**src/rtl/multicycle_control.sv**
```systemverilog
// Multicycle RV32I control FSM: FETCH/DECODE/EXEC/MEM/WB/TRAP over one shared
// memory port. Outputs are decoded from state plus opcode.
// Optional feature macro: CTRL_MEM_HANDSHAKE_EN enables mem_ready waiting and
// the memory watchdog. Without it, every access completes in its first cycle.
module multicycle_control #(
  parameter int MEM_TIMEOUT = 15,
  parameter int CNT_W       = 8
) (
  input  logic       clk,
  input  logic       rst,
  input  logic [6:0] opcode,
  input  logic       branch_cond,
  input  logic       mem_ready,
  output logic       pc_write,
  output logic [1:0] pc_src,
  output logic       ir_write,
  output logic       mem_req,
  output logic       mem_we,
  output logic       mem_addr_sel,
  output logic [1:0] alu_src_a,
  output logic       alu_src_b,
  output logic [1:0] alu_op,
  output logic       reg_write,
  output logic [1:0] wb_sel,
  output logic       instr_done,
  output logic       trap,
  output logic [1:0] trap_cause
);

  localparam logic [6:0] OPC_R      = 7'b0110011;
  localparam logic [6:0] OPC_IMM    = 7'b0010011;
  localparam logic [6:0] OPC_LOAD   = 7'b0000011;
  localparam logic [6:0] OPC_STORE  = 7'b0100011;
  localparam logic [6:0] OPC_BRANCH = 7'b1100011;
  localparam logic [6:0] OPC_JAL    = 7'b1101111;
  localparam logic [6:0] OPC_JALR   = 7'b1100111;
  localparam logic [6:0] OPC_LUI    = 7'b0110111;
  localparam logic [6:0] OPC_AUIPC  = 7'b0010111;

  localparam logic [1:0] CAUSE_NONE    = 2'b00;
  localparam logic [1:0] CAUSE_ILLEGAL = 2'b01;
  localparam logic [1:0] CAUSE_TIMEOUT = 2'b10;

  typedef enum logic [2:0] {
    S_FETCH, S_DECODE, S_EXEC, S_MEM, S_WB, S_TRAP
  } state_t;

  state_t     state, state_nxt;
  logic [1:0] cause_q, cause_nxt;
  logic       mem_done;
  logic       mem_timeout;
  logic       legal_op;

`ifdef CTRL_MEM_HANDSHAKE_EN
  logic [CNT_W-1:0] wait_cnt;

  assign mem_done    = mem_ready;
  assign mem_timeout = !mem_ready && (wait_cnt == CNT_W'(MEM_TIMEOUT));

  // Watchdog: counts stalled access cycles; zero whenever no access is waiting
  always_ff @(posedge clk) begin
    if (rst)
      wait_cnt <= '0;
    else if ((state == S_FETCH || state == S_MEM) && !mem_ready && !mem_timeout)
      wait_cnt <= wait_cnt + CNT_W'(1);
    else
      wait_cnt <= '0;
  end
`else
  logic [CNT_W-1:0] unused_cfg;

  assign mem_done    = 1'b1;
  assign mem_timeout = 1'b0;
  assign unused_cfg  = CNT_W'(MEM_TIMEOUT) ^ {CNT_W{mem_ready}};
`endif

  assign legal_op = (opcode == OPC_R)      || (opcode == OPC_IMM)   ||
                    (opcode == OPC_LOAD)   || (opcode == OPC_STORE) ||
                    (opcode == OPC_BRANCH) || (opcode == OPC_JAL)   ||
                    (opcode == OPC_JALR)   || (opcode == OPC_LUI)   ||
                    (opcode == OPC_AUIPC);

  // State and latched trap cause
  always_ff @(posedge clk) begin
    if (rst) begin
      state   <= S_FETCH;
      cause_q <= CAUSE_NONE;
    end else begin
      state   <= state_nxt;
      cause_q <= cause_nxt;
    end
  end

  // Next-state and datapath controls; reset forces every output low
  always_comb begin
    state_nxt    = state;
    cause_nxt    = cause_q;
    pc_write     = 1'b0;
    pc_src       = 2'b00;
    ir_write     = 1'b0;
    mem_req      = 1'b0;
    mem_we       = 1'b0;
    mem_addr_sel = 1'b0;
    alu_src_a    = 2'b00;
    alu_src_b    = 1'b0;
    alu_op       = 2'b00;
    reg_write    = 1'b0;
    wb_sel       = 2'b00;
    instr_done   = 1'b0;
    trap         = 1'b0;
    trap_cause   = cause_q;
    case (state)
      S_FETCH: begin
        mem_req = 1'b1;
        if (mem_done) begin
          ir_write  = 1'b1;
          pc_write  = 1'b1;
          state_nxt = S_DECODE;
        end else if (mem_timeout) begin
          state_nxt = S_TRAP;
          cause_nxt = CAUSE_TIMEOUT;
        end
      end
      S_DECODE: begin
        if (legal_op) begin
          state_nxt = S_EXEC;
        end else begin
          state_nxt = S_TRAP;
          cause_nxt = CAUSE_ILLEGAL;
        end
      end
      S_EXEC: begin
        state_nxt = S_WB;
        case (opcode)
          OPC_R:   alu_op = 2'b10;
          OPC_IMM: begin alu_src_b = 1'b1; alu_op = 2'b11; end
          OPC_LOAD, OPC_STORE: begin
            alu_src_b = 1'b1;
            state_nxt = S_MEM;
          end
          OPC_BRANCH: begin
            alu_op     = 2'b01;
            pc_write   = branch_cond;
            pc_src     = 2'b01;
            instr_done = 1'b1;
            state_nxt  = S_FETCH;
          end
          OPC_JAL: begin pc_write = 1'b1; pc_src = 2'b01; end
          OPC_JALR: begin
            alu_src_b = 1'b1;
            pc_write  = 1'b1;
            pc_src    = 2'b10;
          end
          OPC_LUI: ;
          OPC_AUIPC: begin alu_src_a = 2'b01; alu_src_b = 1'b1; end
          default: begin
            state_nxt = S_TRAP;
            cause_nxt = CAUSE_ILLEGAL;
          end
        endcase
      end
      S_MEM: begin
        mem_req      = 1'b1;
        mem_addr_sel = 1'b1;
        mem_we       = (opcode == OPC_STORE);
        if (mem_done) begin
          if (opcode == OPC_STORE) begin
            instr_done = 1'b1;
            state_nxt  = S_FETCH;
          end else begin
            state_nxt  = S_WB;
          end
        end else if (mem_timeout) begin
          state_nxt = S_TRAP;
          cause_nxt = CAUSE_TIMEOUT;
        end
      end
      S_WB: begin
        reg_write  = 1'b1;
        instr_done = 1'b1;
        state_nxt  = S_FETCH;
        case (opcode)
          OPC_LOAD:          wb_sel = 2'b01;
          OPC_JAL, OPC_JALR: wb_sel = 2'b10;
          OPC_LUI:           wb_sel = 2'b11;
          default:           wb_sel = 2'b00;
        endcase
      end
      S_TRAP: trap = 1'b1;
      default: state_nxt = S_FETCH;
    endcase
    if (rst) begin
      pc_write     = 1'b0;
      pc_src       = 2'b00;
      ir_write     = 1'b0;
      mem_req      = 1'b0;
      mem_we       = 1'b0;
      mem_addr_sel = 1'b0;
      alu_src_a    = 2'b00;
      alu_src_b    = 1'b0;
      alu_op       = 2'b00;
      reg_write    = 1'b0;
      wb_sel       = 2'b00;
      instr_done   = 1'b0;
      trap         = 1'b0;
      trap_cause   = 2'b00;
    end
  end

endmodule

```
**config.mk**
```make
export PLATFORM = sky130hd
export DESIGN_NAME = multicycle_control
export DESIGN_NICKNAME = d
export VERILOG_FILES = /design/src/rtl/multicycle_control.sv
export SDC_FILE = /design/constraint.sdc
export NUM_CORES = 1
export LEC_CHECK = 0
export CAP_MARGIN = 10
export CORE_MARGIN = 4
export CORE_UTILIZATION = 37
export DETAILED_ROUTE_END_ITERATION = 10
export PLACE_DENSITY = 0.78
export SYNTH_ARGS = -nofsm -noshare
export SYNTH_HDL_FRONTEND = slang
export SYNTH_SLANG_ARGS = --single-unit
```
**constraint.sdc**
```tcl
create_clock -name clk -period 1.9 [get_ports clk]
set_clock_uncertainty 0.05 [all_clocks]
set_input_delay 0.285 -clock clk [delete_from_list [all_inputs] [get_ports clk]]
set_output_delay 0.285 -clock clk [all_outputs]
set_load 0.1 [all_outputs]
```
==> metrics, run 1 <==
FP Rows=13; Synth Area per Inst=6.61 um^2; Seq/Total Area, Yosys=0.150; top post-synthesis cells by count=9 x nor2_1, 8 x nand2_1, 7 x a21oi_1, 7 x inv_1, 4 x dfxtp_1; I/O Buffers=26; Routability Congestion=0.841; Die H=46.0 um; Synth area leaders=dfxtp_1 15%, a21oi_1 6.5%, nor2_1 6.3%; Top FF cell, synth=dfxtp_1; Simple-Gate Fraction of Synth Area=0.437; synth unique cells=35; post-synth top area share=0.150; Error=[ERROR DPL-0033] detailed placement checks failed during check placement.; Synth Area in Compound Gates=0.271; yosys warns=0; number of top-level pins=30; adder-cell share of the synthesized area=0.0187; mux share of post-synthesis cell area=0; FFs w/ async S/R, synth=0; Syn Inst Count=81; outcome=did not finish; Fail Step=detailed placement; synthesized cell area=536 um^2; area leader, netlist=dfxtp_1; most numerous cell in the Yosys netlist=nor2_1; EDFF count, synth=0; Post-Synth XOR/XNOR Area=0.0164; HPWL after DPL=3190 um; largest family of logic cells by synthesized area=simple AND/OR/NAND/NOR gates; Starting Density=0.402; Die X=46.0 um; #FFs+latches synth=4
## logic make-up after synthesis
| logic type | after synthesis |
|---|---|
| and+or+nand+nor | 41 |
| AOI/OAI and AO/OA | 21 |
| buffers and inverters | 12 |
| DFF | 4 |
| xor gates and xnor gates | 1 |
| adders and majority gates | 1 |
| other | 1 |
## stage by stage
stage          setup TNS [ns]  area (um^2)  setup WS (ns)
2_1_floorplan          -0.622          701         -0.319
3_3_place_gp            -2.79         1320         -0.223
==> run 2, diff against run 1 <==
--- a/config.mk
+++ b/config.mk
@@ -6,10 +6,10 @@
 export NUM_CORES = 1
 export LEC_CHECK = 0
 export CAP_MARGIN = 10
-export CORE_MARGIN = 4
-export CORE_UTILIZATION = 37
+export CORE_AREA = 4 4 65 67
 export DETAILED_ROUTE_END_ITERATION = 10
-export PLACE_DENSITY = 0.78
+export DIE_AREA = 0 0 69 71
+export PLACE_DENSITY_LB_ADDON = 0.15
 export SYNTH_ARGS = -nofsm -noshare
 export SYNTH_HDL_FRONTEND = slang
 export SYNTH_SLANG_ARGS = --single-unit
==> run 2 against run 1 <==
  * The run now ends clean
  * Area after synthesis stayed put
  * Synthesized cell count stayed put
==> metrics, run 2 <==
outcome=complete, no violations; Starting Density=0.147 (-0.254); RSZ-0062 raised after global routing=yes; Final setup violation count=0; CTS tree=yes; register share of total power=0.162; I/O Buffers=26 (unchanged); worst-path maximum fanout=2; commonest non-fill, non-tap cell in the layout=buf_4; vias per std cell=4.22; yosys warns=0 (unchanged); crit end category=output pin; PD cells=435 nW/um^2; WHS Endpoint=state[1]; TritonRoute pass-1 iters=4; ANT cells=0; layout cells sized above 1=0.621; HPWL after DPL=1830 um (-42%); r2r startpoint=state[0]; most frequent cells in the layout=33 x buf_4, 17 x buf_12, 7 x inv_1; Setup CP Type=register to output pin; post-synth top area share=0.150 (unchanged); clock sinks=4; Hold Path Origin=opcode[4]; adder-cell share of the synthesized area=0.0187 (unchanged); drt initial violations=30; area leader, netlist=dfxtp_1; Top FF cell, synth=dfxtp_1; mux share of post-synthesis cell area=0 (unchanged); largest family of logic cells by synthesized area=simple AND/OR/NAND/NOR gates; final number of hold-violating endpoints=0; drt total wl=2210 um; dpl ws=-0.327 ns; clk_lat worst skew=0.22 ns; Routed Antenna Nets=0; max reg flops=3; setup TNS=0 ns; Routability Congestion=0.784 (-6.8%); IR drop worst, VDD=0.350 mV; NetSw=259 uW; residual DRC count=0; Net count, final=153; HP Class=primary input to register; Post-Synth XOR/XNOR Area=0.0164 (unchanged); minimum clock period=1.87 ns; maxcap violations=0; Die X=69 um (+50%); largest net degree at the start of global routing=8; Root Driver=clkbuf_8; total track usage=0.0924; first-pass GRT wire length=3820 um; WL per Instance=11.7 um; number of top-level pins=30 (unchanged); most numerous cell in the Yosys netlist=nor2_1; synth unique cells=35 (unchanged); R2R cell count=6; Logic pwr share=0.558; vias=793; initial antenna violation count=0; top post-synthesis cells by count=9 x nor2_1, 8 x nand2_1, 7 x a21oi_1, 7 x inv_1, 4 x dfxtp_1; startpoint types=register; Switching Share=0.406; Largest Register=state; die area=4900 um^2; post-route clock period utilization=0.983; clock-pin slew on the worst setup and hold paths=0.03 ns; Synth Area in Compound Gates=0.271 (unchanged); Seq/Total Area, Yosys=0.150 (unchanged); Worst EP required=1.56 ns; final worst slack=0.0324 ns; FP Rows=22 (+9); clock buffer count from CTS=3; crit path DAT=1.53 ns; cell leakage power=0.000636 uW; Die H=71 um (+54%); Synth Area per Inst=6.61 um^2 (unchanged); total power=639 uW; Simple-Gate Fraction of Synth Area=0.437 (unchanged); Top Registers=state: 3 flops, cause_q: 1 flops; GRT overflow=0; core box area=3630 um^2; EDFF count, synth=0 (unchanged); #FFs+latches synth=4 (unchanged); FFs w/ async S/R, synth=0 (unchanged); clk buf depth=2; synthesized cell area=536 um^2 (unchanged); worst r2r dst=state[1]; Area growth syn-to-layout=174%; Max Freq=535 MHz; H-tree levels=1; r2r setup slk=0.41 ns; Finished Core Util=0.404; Slew Limit Fails=0; Clock power frac=0.280; Syn Inst Count=81 (unchanged); Worst Hold Depth=3; Pint=380 uW; vias in the first global route=833; Synth area leaders=dfxtp_1 15%, a21oi_1 6.5%, nor2_1 6.3%
[run 2: final cells by class]
class	count	area, um^2
Inverter	7	26.3
Tap cell	48	60.1
Sequential cell	4	82.6
Fill cell	378	2160
Timing Repair Buffer	60	678
Clock buffer	3	41.3
Multi-Input combinational cell	66	581
[run 2: worst max-delay path by stage]
stage / from / to / slack (ns) / cells past startpoint
after floorplan: opcode[2] / wb_sel[0] / -0.32 / 2
after global placement: opcode[2] / wb_sel[0] / -0.29 / 4
after detailed placement: opcode[2] / wb_sel[0] / -0.33 / 4
after CTS: opcode[5] / wb_sel[0] / 0.003 / 5
after global routing: state[0] / pc_write / -0.06 / 6
final: state[0] / pc_write / 0.03 / 6
[run 2: timing repair]
| action | 4_1_cts | 5_1_grt |
|---|---|---|
| pin swaps | 4 | 1 |
| hold buffers | 0 | 0 |
| endpoints found under the setup margin | 13 | 8 |
| gates resized for setup | 18 | 5 |
| setup buffers | 4 | 0 |
[run 2: kinds of logic after synthesis]
kind of cell,after synthesis
xor+xnor,1
flops,4
other cells,1
fa+ha+maj,1
buf+inv,12
compound gates,21
simple gates,41
[run 2: power groups by stage]
stage	Sequential [uW]	Clock, uW	Combinational, uW
global route	105	195	376
detailed placement	105	0	339
global placement	105	0	340
finish	104	179	357
floorplan	97.4	0	213
CTS	103	186	357
[run 2: per-stage QoR]
stage / cell area, um^2 / hold slack [ns] / std cells
2_1_floorplan: 701 / 0.356 / 82
3_3_place_gp: 1380 / 0.491 / 181
3_5_place_dp: 1380 / 0.485 / 181
4_1_cts: 1460 / 0.583 / 188
5_1_grt: 1470 / 0.616 / 188
6_report: 1470 / 0.583 / 188
[run 2: metal layers]
layer	track usage	part of all wire
met3	0.0213	0.042
met5	0	0
met4	0.0390	0.0036
met1	0.108	0.45
met2	0.161	0.50
[run 2: worst max-delay path, cell delays in order, from the launching register on]
cell      delay [ns]
dfxtp_2         0.31
buf_6           0.11
nor2_4          0.07
nand3b_1        0.10
or3_4           0.37
o21ai_4         0.16
buf_12          0.19
(Power assumes the default switching activity.)
